$ cat config.mk
export PLATFORM = sky130hd
export DESIGN_NAME = addsub_pipe_cla
export DESIGN_NICKNAME = d
export VERILOG_FILES = /design/src/rtl/addsub_pipe_cla.sv
export SDC_FILE = /design/constraint.sdc
export NUM_CORES = 1
export LEC_CHECK = 0
export ABC_AREA = 1
export BUFFER_PORTS_ARGS = -buffer_cell sky130_fd_sc_hd__buf_4
export CORE_UTILIZATION = 51
export DETAILED_ROUTE_END_ITERATION = 10
export PLACE_DENSITY_LB_ADDON = 0.1
export SLEW_MARGIN = 5
export SYNTH_ARGS = -nofsm -noshare
export SYNTH_HDL_FRONTEND = slang
export SYNTH_SLANG_ARGS = --single-unit
export TNS_END_PERCENT = 50
$ cat constraint.sdc
create_clock -name clk -period 2 [get_ports clk]
set_clock_uncertainty 0.05 [all_clocks]
set_input_delay 0.2 -clock clk [delete_from_list [all_inputs] [get_ports clk]]
set_output_delay 0.2 -clock clk [all_outputs]
set_load 0.02 [all_outputs]
$ cat src/rtl/addsub_pipe_cla.sv
// Pipelined carry-lookahead adder/subtractor with valid/ready flow control.
// The operand is split into CHUNK-bit slices; each pipeline stage resolves one slice with a
// CHUNK-bit lookahead block and hands its registered carry to the next stage.
// Optional signed saturation on the final stage: define ADDSUB_SAT_EN.
module addsub_pipe_cla #(
  parameter int unsigned WIDTH = 16,
  parameter int unsigned CHUNK = 4
) (
  input  logic             clk,
  input  logic             rst,
  input  logic             in_valid,
  output logic             in_ready,
  input  logic [WIDTH-1:0] a,
  input  logic [WIDTH-1:0] b,
  input  logic             cin,
  input  logic             sub,
  output logic             out_valid,
  input  logic             out_ready,
  output logic [WIDTH-1:0] s,
  output logic             cout,
  output logic             ovfl,
  output logic             zero,
  output logic             sat
);

  localparam int unsigned STAGES = WIDTH / CHUNK;

  if (WIDTH % CHUNK != 0) begin : g_bad_cfg
    $error("addsub_pipe_cla: WIDTH must be a multiple of CHUNK");
  end

  // Carry vector c[0..CHUNK] of one slice; every carry is a flattened generate/propagate
  // sum-of-products, so no carry depends on the previous bit's carry.
  function automatic logic [CHUNK:0] cla_carries(input logic [CHUNK-1:0] x,
                                                 input logic [CHUNK-1:0] y,
                                                 input logic             ci);
    logic [CHUNK-1:0] g;
    logic [CHUNK-1:0] p;
    logic [CHUNK:0]   c;
    logic             term;
    g    = x & y;
    p    = x ^ y;
    c    = '0;
    c[0] = ci;
    for (int i = 1; i <= CHUNK; i++) begin
      term = ci;
      for (int j = 0; j < i; j++) term = term & p[j];
      c[i] = term;
      for (int j = 0; j < i; j++) begin
        term = g[j];
        for (int m = j + 1; m < i; m++) term = term & p[m];
        c[i] = c[i] | term;
      end
    end
    return c;
  endfunction

  logic             adv;
  logic [WIDTH-1:0] bx;
  logic             c0;

  // Single global stall: everything advances unless a finished result is waiting.
  assign adv      = ~out_valid | out_ready;
  assign in_ready = adv;
  assign bx       = sub ? ~b : b;
  assign c0       = sub | cin;

  logic [STAGES-1:0] vld_q;
  logic [STAGES-1:0] vld_d;

  // Valid bits shift along with the data; bubbles travel as zeros.
  always_comb begin
    vld_d    = vld_q << 1;
    vld_d[0] = in_valid;
  end

  // Intermediate stages: each keeps only the upper slices still to be added and the lower
  // sum slices already finished, so register widths shrink/grow stage by stage.
  for (genvar k = 0; k < STAGES - 1; k++) begin : g_stage
    localparam int unsigned Done = (k + 1) * CHUNK;
    localparam int unsigned Left = WIDTH - Done;

    logic [CHUNK-1:0] sa;
    logic [CHUNK-1:0] sb;
    logic [CHUNK-1:0] ss;
    logic             ci;
    logic [CHUNK:0]   car;
    logic [Left-1:0]  na;
    logic [Left-1:0]  nb;
    logic [Done-1:0]  nlo;
    logic [Left-1:0]  a_q;
    logic [Left-1:0]  b_q;
    logic [Done-1:0]  lo_q;
    logic             c_q;

    if (k == 0) begin : g_first
      assign sa  = a[CHUNK-1:0];
      assign sb  = bx[CHUNK-1:0];
      assign ci  = c0;
      assign na  = a[WIDTH-1:CHUNK];
      assign nb  = bx[WIDTH-1:CHUNK];
      assign nlo = ss;
    end else begin : g_next
      assign sa  = g_stage[k-1].a_q[CHUNK-1:0];
      assign sb  = g_stage[k-1].b_q[CHUNK-1:0];
      assign ci  = g_stage[k-1].c_q;
      assign na  = g_stage[k-1].a_q[Left+CHUNK-1:CHUNK];
      assign nb  = g_stage[k-1].b_q[Left+CHUNK-1:CHUNK];
      assign nlo = {ss, g_stage[k-1].lo_q};
    end

    assign car = cla_carries(sa, sb, ci);
    assign ss  = sa ^ sb ^ car[CHUNK-1:0];

    // Stage data only moves on advance; no reset needed since valid bits qualify it.
    always_ff @(posedge clk) begin
      if (adv) begin
        a_q  <= na;
        b_q  <= nb;
        lo_q <= nlo;
        c_q  <= car[CHUNK];
      end
    end
  end

  logic [CHUNK-1:0] fa;
  logic [CHUNK-1:0] fb;
  logic [CHUNK-1:0] fs;
  logic             fc;
  logic [CHUNK:0]   fcar;
  logic [WIDTH-1:0] raw_sum;

  if (STAGES == 1) begin : g_single
    assign fa      = a;
    assign fb      = bx;
    assign fc      = c0;
    assign raw_sum = fs;
  end else begin : g_multi
    assign fa      = g_stage[STAGES-2].a_q;
    assign fb      = g_stage[STAGES-2].b_q;
    assign fc      = g_stage[STAGES-2].c_q;
    assign raw_sum = {fs, g_stage[STAGES-2].lo_q};
  end

  assign fcar = cla_carries(fa, fb, fc);
  assign fs   = fa ^ fb ^ fcar[CHUNK-1:0];

  logic [WIDTH-1:0] s_d;
  logic             cout_d;
  logic             ovfl_d;
  logic             zero_d;
  logic             sat_d;

  // Final-stage flags; optional clamp applies to s only, cout/ovfl stay raw.
  always_comb begin
    s_d    = raw_sum;
    cout_d = fcar[CHUNK];
    ovfl_d = fcar[CHUNK] ^ fcar[CHUNK-1];
    sat_d  = 1'b0;
`ifdef ADDSUB_SAT_EN
    if (ovfl_d) begin
      // Wrapped sign is the opposite of the true sign, so clamp toward the true side.
      s_d   = raw_sum[WIDTH-1] ? {1'b0, {(WIDTH-1){1'b1}}} : {1'b1, {(WIDTH-1){1'b0}}};
      sat_d = 1'b1;
    end
`endif
    zero_d = (s_d == '0);
  end

  // Valid pipeline and output registers; outputs load only when a real result arrives.
  always_ff @(posedge clk) begin
    if (rst) begin
      vld_q <= '0;
      s     <= '0;
      cout  <= 1'b0;
      ovfl  <= 1'b0;
      zero  <= 1'b0;
      sat   <= 1'b0;
    end else if (adv) begin
      vld_q <= vld_d;
      if (vld_d[STAGES-1]) begin
        s    <= s_d;
        cout <= cout_d;
        ovfl <= ovfl_d;
        zero <= zero_d;
        sat  <= sat_d;
      end
    end
  end

  assign out_valid = vld_q[STAGES-1];

endmodule

==> reports/metrics.cfg <==
[run_status]
status = finished clean

[grt]
met3_usage_pct = 5.08
grt_pass1_wl_um = 9320
grtUsageMet1_pct = 17.7
grt_max_degree = 31
antenna_found_initial = 0
grt_usage_pct = 14.8
grt-ovfl-total = 0
grt_use_met2_pct = 25.1
grt_pass1_vias = 2115
grt.busiest_layer = met2

[logic_synthesis]
netlist_top_cells_area = edfxtp_1 57%, dfxtp_1 12%, ha_1 6.3%, xor2_1 4.7%, inv_1 3.6%
syn-cell-area_um2 = 3950
async_flop_share_pct = 0
yosysTopAreaCell = edfxtp_1
ys_top_cells_by_count = 75 x edfxtp_1, 38 x inv_1, 31 x nor2_1
synth.avg_cell_area_um2 = 13.3
syn_nets = 358
synth_cells = 296
ys_types = 24
synth-edff-count = 75
yosys_register_bits = 98
yosysWarnings = 0
ys.flop_type = edfxtp_1
synth_most_common_cell = edfxtp_1
synth_top_cell_area_share_pct = 57.1
seq_area_frac_synth_pct = 68.7

[detailed_routing]
drt-initial-drc-count = 36
vias_per_cell = 4.54
wl_per_cell_um = 11.1
route.detailed.drc = 0
dr_total_vias = 2181
drt_first_pass_iters = 4
ant_nets = 0
routed_wl_um = 5340

[sta]
period_share_pct = 89.0
rsz0062_at_grt = no
fin_tns_setup_ns = 0
timing.fmax_ghz = 0.562
setup_ws_ns = 0.220
hold_violations = 0
min_period_ns = 1.78
setup_viol = 0
slew_viol_final = 0

[clock_network]
cts.sinks = 98
cts_tree = yes
cts_buffers = 9
cts_buffer_depth = 2
clk_latency_ns = 0.35
htree_levels = 3
cts_root_buf = clkbuf_8
cts.clk_slew.worst_paths_ns = 0.09

[worst_setup_path]
crit_slowest_cell = edfxtp_1
worstSetupEndpointType = register
path_max_fanout = 2
cp.required_ns = 2.06
start_kind = register
crit_type = reg -> reg
arrival_ns = 1.84
path_cells = ha_1, ha_1, o21ai_0, nand2_1, a21o_1, a21o_1
max_stage_delay_ns = 0.40

[hold_path]
min_path_type = in -> reg

[placement]
portBuffers = 58
dp_cells = 451
dp.final_hpwl_um = 3800
post-place-ws_ns = 0.0245
gp_congestion = 0.720

[run]
cap_violations = 0

[floorplanning]
dieArea_um2 = 8090
io_pins = 60
start_util_pct = 53.5
fp-row-count = 31
die_h_um = 90.0
core_um2 = 7370
fp.dieW_um = 90.0

[cells_and_area]
nets = 438
fin_util_pct = 65.2
area_growth_pct = 21.8
fin_cells = 480
n_antenna_cell = 0
drive_gt1_share_pct = 21.8

[power_and_ir_drop]
p_per_area_nw_per_um2 = 901
leakage_uw = 0.00213
peakVddDrop_uv = 415

## flip-flops by register name, indices dropped and copies added (netlist names)
register,count
g_stage.lo_q,24
g_stage.a_q,20
g_stage.b_q,20
s,16
fa,4
fb,4
vld_q,4
g_stage.c_q,2
cout,1
fc,1
ovfl,1
zero,1
## cell usage in the layout, fill, tap and decap left out, drive strengths merged
master	count
nand4	1
clkinv	2
xor2	21
buf	63
a21oi	9
a21o	7
dlygate4sd3	13
nand3	7
dfxtp	23
clkbuf	9
nand2	22
fa	4
edfxtp	75
inv	41
clkinvlp	3
o21ai	23
a31oi	1
conb	1
nor2	32
ha	20
xnor2	4
## repair_timing
| item | CTS | global route |
|---|---|---|
| setup buffers | 0 | 0 |
| resized for setup | 0 | 0 |
| endpoints found under the hold margin | 14 | 0 |
| hold buffers | 13 | 0 |
## power by group
| group | leakage [uW] | switching (uW) | internal, uW |
|---|---|---|---|
| sequential | 0.000980 | 98.8 | 2540 |
| clock | 0.0000799 | 657 | 458 |
| combinational | 0.00107 | 307 | 271 |
## critical path: cells and delay by family (launching register included)
family	cells	cell delay (ns)
simple gates	1	0.10
compound gates	3	0.52
flops	1	0.40
fa+ha+maj	2	0.47
## final timing paths
check	startpoint	end	slack, ns	depth (start not counted)
worst max register to register	g_stage[1].a_q[0]	fc	0.22	6
worst min register to register	g_stage[0].b_q[6]	g_stage[1].b_q[2]	0.38	0
worst max-delay path	g_stage[1].a_q[0]	fc	0.22	6
worst min-delay path	in_valid	vld_q[0]	0.03	3
## kinds of logic (layout without fill, tap and decap cells)
| family | count (synthesis) | count (layout) | share of synthesized area (%) |
|---|---|---|---|
| fa+ha+maj | 24 | 24 | 8.37 |
| xor+xnor | 25 | 25 | 5.55 |
| flops | 98 | 98 | 68.7 |
| simple gates | 62 | 62 | 6.75 |
| compound gates | 40 | 40 | 5.64 |
| other cells | 1 | 1 | 0.0950 |
| buf+inv | 46 | 131 | 4.85 |
## layout make-up
class / instances / area [um^2]
fillers: 579 / 2560
multi-input cells: 152 / 1040
inverters: 39 / 146
well taps: 99 / 124
clock inverters: 7 / 52.6
repair buffers: 76 / 603
flip-flops and latches: 98 / 2710
clock buffers: 9 / 124
## layer usage
layer  part of all wire [%]  routed length, um  vias up
met1                     45               2400      969
li1                       -                  -     1152
met4                    1.1                 57        0
met2                     48               2590       54
met5                      0                  0        -
met3                    5.5                291        6
## through the flow
step	area, um^2	power, uW	hold WS [ns]
2_1_floorplan	3950	3050	0.212
3_3_place_gp	4500	3230	0.328
3_5_place_dp	4500	3260	0.329
4_1_cts	4800	4410	0.0165
5_1_grt	4800	4590	0.0520
6_report	4800	4330	0.0318
Power figures use the tool's default switching activity.
